`config.mk`:
```
export PLATFORM = sky130hd
export DESIGN_NAME = mc_stage_regbank_flat
export DESIGN_NICKNAME = d
export VERILOG_FILES = /design/src/rtl/mc_stage_regbank_pkg.sv /design/src/rtl/mc_stage_regbank_if.sv /design/src/rtl/mc_regbank_stage.sv /design/src/rtl/mc_stage_regbank.sv /design/src/flat_wrapper.sv
export SDC_FILE = /design/constraint.sdc
export NUM_CORES = 1
export LEC_CHECK = 0
export ABC_AREA = 0
export ABC_CLOCK_PERIOD_IN_PS = 2400
export CAP_MARGIN = 20
export CORE_UTILIZATION = 40
export CTS_BUF_LIST = sky130_fd_sc_hd__clkbuf_4 sky130_fd_sc_hd__clkbuf_8 sky130_fd_sc_hd__clkbuf_16
export DETAILED_ROUTE_END_ITERATION = 7
export GPL_TIMING_DRIVEN = 0
export HOLD_SLACK_MARGIN = 0.12
export PLACE_DENSITY = 0.76
export SLEW_MARGIN = 15
export SYNTH_ARGS = -nofsm -noshare
export SYNTH_HDL_FRONTEND = slang
export SYNTH_SLANG_ARGS = --single-unit
```
`constraint.sdc`:
```
create_clock -name clk -period 2.4 [get_ports clk]
set_input_delay 0.72 -clock clk [delete_from_list [all_inputs] [get_ports clk]]
set_output_delay 0.72 -clock clk [all_outputs]
set_load 0.02 [all_outputs]
```
`src/rtl/mc_stage_regbank_pkg.sv`:
```
// Shared definitions for the inter-stage register bank: default sizes,
// the per-edge operation decode and the occupancy counter width helper.
package mc_stage_regbank_pkg;

   localparam int DEFAULT_WIDTH    = 32;
   localparam int DEFAULT_CHANNELS = 4;
   localparam int DEFAULT_DEPTH    = 1;

   // What the whole bank does on a given rising edge, highest priority first.
   typedef enum logic [1:0] {
      OP_RESET = 2'd0,
      OP_FLUSH = 2'd1,
      OP_STALL = 2'd2,
      OP_SHIFT = 2'd3
   } regbank_op_e;

   // Occupancy must count 0..depth inclusive and never shrink below one bit.
   function automatic int occ_width(input int depth);
      if (depth < 2) begin
         return 1;
      end
      return $clog2(depth + 1);
   endfunction

   // Resolve the control inputs into the single operation applied this edge.
   function automatic regbank_op_e decode_op(input logic rst,
                                             input logic flush,
                                             input logic stall);
      if (rst) begin
         return OP_RESET;
      end
      if (flush) begin
         return OP_FLUSH;
      end
      if (stall) begin
         return OP_STALL;
      end
      return OP_SHIFT;
   endfunction

endpackage

```
`src/rtl/mc_stage_regbank_if.sv`:
```
// Controller-facing bus of the register bank: pipeline controls, stage-0
// write data and the last-stage outputs plus occupancy.
interface mc_stage_regbank_if
   import mc_stage_regbank_pkg::*;
#(
   parameter int WIDTH    = DEFAULT_WIDTH,
   parameter int CHANNELS = DEFAULT_CHANNELS,
   parameter int DEPTH    = DEFAULT_DEPTH
);

   localparam int OCC_W  = occ_width(DEPTH);
   localparam int DATA_W = CHANNELS * WIDTH;

   logic                stall;
   logic                flush;
   logic                in_valid;
   logic [CHANNELS-1:0] we;
   logic [DATA_W-1:0]   din;
   logic [DATA_W-1:0]   dout;
   logic                out_valid;
   logic [OCC_W-1:0]    occ;

   // The controller drives the pipeline and observes the last stage.
   modport master (
      output stall,
      output flush,
      output in_valid,
      output we,
      output din,
      input  dout,
      input  out_valid,
      input  occ
   );

   // The register bank consumes the controls and presents its last stage.
   modport slave (
      input  stall,
      input  flush,
      input  in_valid,
      input  we,
      input  din,
      output dout,
      output out_valid,
      output occ
   );

endinterface

```
`src/rtl/mc_regbank_stage.sv`:
```
// One pipeline stage of the register bank: CHANNELS words of WIDTH bits plus
// a valid bit. Each channel loads independently; the valid bit can be loaded
// or cleared without touching the data words.
module mc_regbank_stage
   import mc_stage_regbank_pkg::*;
#(
   parameter int                WIDTH    = DEFAULT_WIDTH,
   parameter int                CHANNELS = DEFAULT_CHANNELS,
   parameter logic [WIDTH-1:0]  RST_VAL  = '0
) (
   input  logic                         clk,
   input  logic                         rst,
   input  logic [CHANNELS-1:0]          load_data,
   input  logic                         load_valid,
   input  logic                         clr_valid,
   input  logic [CHANNELS*WIDTH-1:0]    data_in,
   input  logic                         valid_in,
   output logic [CHANNELS*WIDTH-1:0]    data_out,
   output logic                         valid_out
);

   // Reset loads RST_VAL everywhere; otherwise clear beats the valid load and data follows per-channel enables.
   always_ff @(posedge clk) begin
      if (rst) begin
         data_out  <= {CHANNELS{RST_VAL}};
         valid_out <= 1'b0;
      end else begin
         if (clr_valid) begin
            valid_out <= 1'b0;
         end else if (load_valid) begin
            valid_out <= valid_in;
         end
         for (int c = 0; c < CHANNELS; c++) begin
            if (load_data[c]) begin
               data_out[c*WIDTH +: WIDTH] <= data_in[c*WIDTH +: WIDTH];
            end
         end
      end
   end

endmodule

```
`src/rtl/mc_stage_regbank.sv`:
```
// Inter-stage register bank for the multicycle datapath (IR/DR/A/B/ALUOut).
// DEPTH stages of CHANNELS words shift forward each edge unless stalled,
// flushed or reset. Stage 0 merges new words per channel under we, so a
// channel without its enable keeps its own previous value. Outputs come
// straight from the last stage registers and the occupancy register.
module mc_stage_regbank
   import mc_stage_regbank_pkg::*;
#(
   parameter int                WIDTH    = DEFAULT_WIDTH,
   parameter int                CHANNELS = DEFAULT_CHANNELS,
   parameter int                DEPTH    = DEFAULT_DEPTH,
   parameter logic [WIDTH-1:0]  RST_VAL  = '0
) (
   input  logic               clk,
   input  logic               rst,
   mc_stage_regbank_if.slave  bus
);

   localparam int DATA_W = CHANNELS * WIDTH;
   localparam int OCC_W  = occ_width(DEPTH);

   // A zero-depth bank has no latency register at all and cannot be built.
   if (DEPTH < 1) begin : g_bad_depth
      $error("mc_stage_regbank: DEPTH must be at least 1");
   end
   if (WIDTH < 1 || CHANNELS < 1) begin : g_bad_size
      $error("mc_stage_regbank: WIDTH and CHANNELS must be at least 1");
   end

   regbank_op_e         op;
   logic                shift_en;
   logic                flush_en;

   logic [DATA_W-1:0]   stage_data  [DEPTH];
   logic                stage_valid [DEPTH];
   logic [DATA_W-1:0]   stage_din   [DEPTH];
   logic                stage_vin   [DEPTH];
   logic [CHANNELS-1:0] stage_ld    [DEPTH];

   logic [DEPTH-1:0]    valid_next;
   logic [OCC_W-1:0]    occ_next;
   logic [OCC_W-1:0]    occ_q;

   assign op       = decode_op(rst, bus.flush, bus.stall);
   assign shift_en = (op == OP_SHIFT);
   assign flush_en = (op == OP_FLUSH);

   for (genvar k = 0; k < DEPTH; k++) begin : g_stage
      if (k == 0) begin : g_head
         assign stage_ld[k]  = shift_en ? bus.we : '0;
         assign stage_din[k] = bus.din;
         assign stage_vin[k] = bus.in_valid;
      end else begin : g_body
         assign stage_ld[k]  = {CHANNELS{shift_en}};
         assign stage_din[k] = stage_data[k-1];
         assign stage_vin[k] = stage_valid[k-1];
      end

      mc_regbank_stage #(
         .WIDTH    (WIDTH),
         .CHANNELS (CHANNELS),
         .RST_VAL  (RST_VAL)
      ) u_stage (
         .clk        (clk),
         .rst        (rst),
         .load_data  (stage_ld[k]),
         .load_valid (shift_en),
         .clr_valid  (flush_en),
         .data_in    (stage_din[k]),
         .valid_in   (stage_vin[k]),
         .data_out   (stage_data[k]),
         .valid_out  (stage_valid[k])
      );
   end

   // Predict the valid bits the stages will hold after this edge and count them.
   always_comb begin
      valid_next = '0;
      occ_next   = '0;
      case (op)
         OP_STALL: begin
            for (int k = 0; k < DEPTH; k++) begin
               valid_next[k] = stage_valid[k];
            end
         end
         OP_SHIFT: begin
            valid_next[0] = bus.in_valid;
            for (int k = 1; k < DEPTH; k++) begin
               valid_next[k] = stage_valid[k-1];
            end
         end
         default: begin
            valid_next = '0;
         end
      endcase
      for (int k = 0; k < DEPTH; k++) begin
         occ_next = occ_next + OCC_W'(valid_next[k]);
      end
   end

   // Occupancy is registered alongside the valid bits so both change on the same edge.
   always_ff @(posedge clk) begin
      if (rst) begin
         occ_q <= '0;
      end else begin
         occ_q <= occ_next;
      end
   end

   assign bus.dout      = stage_data[DEPTH-1];
   assign bus.out_valid = stage_valid[DEPTH-1];
   assign bus.occ       = occ_q;

endmodule
```
`src/flat_wrapper.sv`:
```
// flat-port wrapper written by rule: the top's interface ports become plain ports
module mc_stage_regbank_flat import mc_stage_regbank_pkg::*;
#(
   parameter int                WIDTH    = DEFAULT_WIDTH,
   parameter int                CHANNELS = DEFAULT_CHANNELS,
   parameter int                DEPTH    = DEFAULT_DEPTH,
   parameter logic [WIDTH-1:0]  RST_VAL  = '0
)
  (clk, rst, bus_stall, bus_flush, bus_in_valid, bus_we, bus_din, bus_dout, bus_out_valid, bus_occ);
  mc_stage_regbank_if #(.WIDTH(WIDTH), .CHANNELS(CHANNELS), .DEPTH(DEPTH)) bus_i ();
  input  logic clk;
  input  logic rst;
  input wire logic [$bits(bus_i.stall)-1:0] bus_stall;
  input wire logic [$bits(bus_i.flush)-1:0] bus_flush;
  input wire logic [$bits(bus_i.in_valid)-1:0] bus_in_valid;
  input wire logic [$bits(bus_i.we)-1:0] bus_we;
  input wire logic [$bits(bus_i.din)-1:0] bus_din;
  output wire logic [$bits(bus_i.dout)-1:0] bus_dout;
  output wire logic [$bits(bus_i.out_valid)-1:0] bus_out_valid;
  output wire logic [$bits(bus_i.occ)-1:0] bus_occ;
  assign bus_i.stall = bus_stall;
  assign bus_i.flush = bus_flush;
  assign bus_i.in_valid = bus_in_valid;
  assign bus_i.we = bus_we;
  assign bus_i.din = bus_din;
  assign bus_dout = bus_i.dout;
  assign bus_out_valid = bus_i.out_valid;
  assign bus_occ = bus_i.occ;
  mc_stage_regbank #(.WIDTH(WIDTH), .CHANNELS(CHANNELS), .DEPTH(DEPTH), .RST_VAL(RST_VAL)) u_core (.clk(clk), .rst(rst), .bus(bus_i));
endmodule
```
* Yosys cells after proc, flatten, opt, wreduce, memory -nomap -nowiden
Cells that the tools add are included.
** Storage, ports and cells
- Register bits :: 130
- Bits of input ports :: 137
- Output and inout port bits :: 130
- Logic and storage cells :: 24
** Operators by class
- Equal/unequal tests :: 3
- Multiplexer cells :: 14
- Reduce and logical (&&, ||, !) cells :: 1
** Operator list (number)
- $mux W2 :: 6
- $mux W1 :: 6
- $eq A2 B2 Y1 const B :: 2
- $mux W4 :: 1
- $eq A2 B1 Y1 const B :: 1
- $pmux W1 S2 :: 1
- $reduce_or A2 Y1 :: 1

* Logic depth before layout (Yosys ltp)
- Word-level depth :: 9
- Gate-level depth with buffers :: 4
- Depth with buffers taken out :: 2

* Modules after synthesis
Synthesis repeated with hierarchy kept, for this count alone.
** Unflattened totals
- Cell total of the unflattened synthesis :: 426
- Area, all modules :: 4792.1 µm²
** By module, submodules not included
- mc_regbank_stage :: instances 1, cells each 417, area an instance 4713.3 µm², sequential area each 2582.5 µm²
- mc_stage_regbank :: instances 1, cells each 9, area an instance 78.8 µm², sequential area each 20.0 µm²

* Least setup slack after synthesis
No wires, ideal clock.
- Path type :: input-to-reg
- Start :: in bus_stall
- End :: reg u_core.g_stage[0].u_stage.data_out[0]
- Library setup time :: 0.072 ns
- Arrival :: 1.346 ns
- Required time :: 2.328 ns
- Path slack :: 0.983 ns
- Stages :: 4
- Buffers on the path :: 2
- Path through :: nor3b_2 -> buf_6 -> buf_12 -> mux2i_1
** On the way
- Longest elaborated chain between the ends :: 8
- Elaborated cells on any way between the ends :: 9
- Classes of those cells :: eq/ne: 1; mux: 8
** RTL lines
- start, declared :: RTL line flat_wrapper.sv:13 : input wire logic [$bits(bus_i.stall)-1:0] bus_stall;
- $mux W1 (2 in a row) :: RTL line mc_stage_regbank_pkg.sv:35 : if (stall) begin
- $mux W1 :: RTL line mc_stage_regbank_pkg.sv:32 : if (flush) begin
- $mux W2 * :: RTL line mc_stage_regbank_pkg.sv:38 : return OP_SHIFT;
- $mux W2 * :: RTL line mc_stage_regbank_pkg.sv:35
- $mux W2 * :: RTL line mc_stage_regbank_pkg.sv:32
- $eq A2 B2 Y1 * :: RTL line mc_stage_regbank.sv:45 : assign shift_en = (op == OP_SHIFT);
- $mux W4 * :: RTL line mc_stage_regbank.sv:50 : assign stage_ld[k] = shift_en ? bus.we : '0;
- end signal, assigned :: RTL line mc_regbank_stage.sv:25 : data_out <= {CHANNELS{RST_VAL}};
- end signal, assigned by index :: RTL line mc_regbank_stage.sv:35 : data_out[c*WIDTH +: WIDTH] <= data_in[c*WIDTH +: WIDTH];
- end, declared :: RTL line mc_regbank_stage.sv:18 : output logic [CHANNELS*WIDTH-1:0] data_out,
Mark *: on every way between the ends. The rest lies on a longest branch, timed or not. The select of a mux whose other input is x is not followed.
A chain may end at the register's enable or synchronous reset.

* Worst setup path in the final report
- Start :: reg u_core.g_stage[0].u_stage.data_out[49]
- End :: out bus_dout[49]
** RTL lines
- end, declared :: RTL line flat_wrapper.sv:18 : output wire logic [$bits(bus_i.dout)-1:0] bus_dout;
No word-level cell between the ends.

==> flow_summary.yaml <==
routing:
  drtPass1Iterations: 4
  via_per_inst: 4.61
  routed_wl_um: 16100
  drc_errors: 0
  ant_nets: 0
  drtIter0Drc: 161
  num_vias: 4822
  wire_per_inst_um: 15.4
final_layout:
  nets: 986
  drive_above_1_share_pct: 6.38
  syn_to_final_growth_pct: 59.1
  utilization_pct: 65.1
  fin_cells: 1046
  num_antenna_cells: 0
  mostFrequentLayoutCells: "clkdlybuf4s50_1 (265), nand2b_1 (256), dfxtp_1 (130)"
  final_common_cell: "clkdlybuf4s50_1"
placed_design:
  finalWeightedCongestion: 0.754
  place_inst: 1014
  port_buffers: 265
  preCtsSetupSlack_ps: 136
  dp_hpwl_um: 12500
global_route:
  grt_pass1_wl_um: 24100
  grt_overflow_total: 0
  track_usage_pct: 20.6
  grt_antenna_before_repair: 0
  grt_max_degree: 17
  first_global_vias: 5025
power:
  irDropWorstVdd_mv: 0.438
  power.density_mw_per_mm2: 617
  leakagePower_nw: 3.37
cts:
  htree_levels: 4
  cts_tree: "built"
  clock_sinks: 130
  clk_latency_ps: 410
  cts_hold_buffers: 0
  clock_path_buffers: 2
  post_cts_buffers: 0
  cts_buffers: 17
  root_buffer: "clkbuf_16"
  post_cts_resized: 0
  clk_pin_slew_ps: 60
yosys:
  synth_seq_cells: 130
  syn_nets: 702
  synth_top_area_share_pct: 43.7
  synth_top_family_by_area: "simple AND/OR/NAND/NOR gates"
  syn_area_per_cell_um2: 10.5
  yosysSeqAreaShare_pct: 43.7
  yosysUniqueCellTypes: 9
  synthXorXnorAreaFrac_pct: 0
  yosys.area.top_type: "dfxtp_1"
  synthCells: 565
  ys_top_cells_by_area: "dfxtp_1 (44%), nand2b_1 (27%), mux2i_1 (22%), buf_12 (4.0%), clkbuf_1 (1.6%)"
  syn_area_mm2: 0.00595
  synth_adder_area_share_pct: 0
  synth_compound_area_share_pct: 0
  synthSimpleGateAreaFrac_pct: 27.9
  synthMuxAreaShare_pct: 21.7
  ys.warnings.count: 0
worst_setup_path:
  cp-start-kind: "register"
  cp_slowest_stage_delay_ps: 630
  path_class: "reg -> out"
  cp-startpoint: "u_core.g_stage[0].u_stage.data_out[49]"
  crit_buf_inv: 1
  worstPathCellList: "clkdlybuf4s50_1"
  regToRegStartpoint: "u_core.g_stage[0].u_stage.valid_out"
  cp_max_fo: 2
  arrival_ps: 1400
  cp_slowest_cell: "clkdlybuf4s50_1"
  path_delay_family: "buffers and inverters"
  critPathCaptureType: "output pin"
  worstPathRequired_ps: 1680
timing:
  fin_crit_sh_pct: 88.3
  period_needed_ps: 2120
  maxSlewViolCount: 0
  worst_pin_slew_ps: 427
  hold_viol: 0
  clock-skew-final_ps: 0.0306
  max_freq_mhz: 472
  setup-violations-final: 0
  slew_headroom_pct: 71.5
  rsz0062_at_grt: "false"
  tns_ps: 0
  post-route-worst-setup-slack_ps: 281
die:
  initial_core_util_pct: 40.9
  std_cell_rows: 44
  die_area_mm2: 0.0154
  num_io_pins: 267
  die_w_um: 124
  core-area_mm2: 0.0145
  fp.dieH_um: 124
min_path:
  holdCritStartpoint: "u_core.g_stage[0].u_stage.data_out[25]"
  hp-class: "reg -> reg"
status:
  status: "finished clean"
run:
  drv_cap: 0
==> metal layers <==
layer / part of all wire (%) / global-route usage [%]
met5: 0 / 0
met2: 51 / 37.8
met3: 8.7 / 7.19
met1: 39 / 21.5
met4: 2.2 / 7.81
==> worst paths after layout <==
kind | end | depth (start not counted) | slack [ps]
setup reg to reg | u_core.g_stage[0].u_stage.valid_out | 2 | 1700
hold reg to reg | u_core.g_stage[0].u_stage.data_out[25] | 2 | 470
setup / recovery | bus_dout[49] | 1 | 280
hold / removal | u_core.g_stage[0].u_stage.data_out[25] | 2 | 470
==> flip-flops by register name, indices dropped and copies added, names as in the netlist <==
| register | flops |
|---|---|
| u_core.bus.occ | 1 |
| u_core.g_stage.u_stage.data_out | 128 |
| u_core.g_stage.u_stage.valid_out | 1 |
==> tightest hold or removal path, delay by kind of cell, from the launching register on <==
family / cells / cell delay (ps)
flip-flops: 1 / 310
AND/OR/NAND/NOR: 1 / 60
multiplexers: 1 / 50
==> cell type report <==
class	instances	area (um2)
Tap cell	184	230
Clock inverter	13	184
Buffer	44	394
Multi-Input combinational cell	391	2950
Fill cell	1191	5070
Sequential cell	130	2600
Clock buffer	19	447
Timing Repair Buffer	265	2650
==> through the flow <==
step           total power, mW  cell area, um2  hold slack (ps)
2_1_floorplan             2.71            5950              546
3_3_place_gp              3.14            8830              457
3_5_place_dp              3.16            8830              465
4_1_cts                   5.91            9460              473
5_1_grt                   6.06            9460              485
6_report                  5.84            9460              471
==> cells by family after synthesis <==
kind of cell | after synthesis
multiplexers | 129
AND/OR/NAND/NOR | 262
buffers and inverters | 44
flip-flops | 130
==> synthesized netlist by cell type <==
library cell  instances
nand2b_1            256
nor3b_2               4
buf_12               12
dfxtp_1             130
nor3_1                2
buf_2                 3
buf_6                 4
mux2i_1             129
clkbuf_1             25
==> power breakdown <==
group	switching [mW]	internal, mW
logic	0.330	0.507
clock network	0.951	1.78
registers	0.0420	2.24
(Power assumes the default switching activity.)
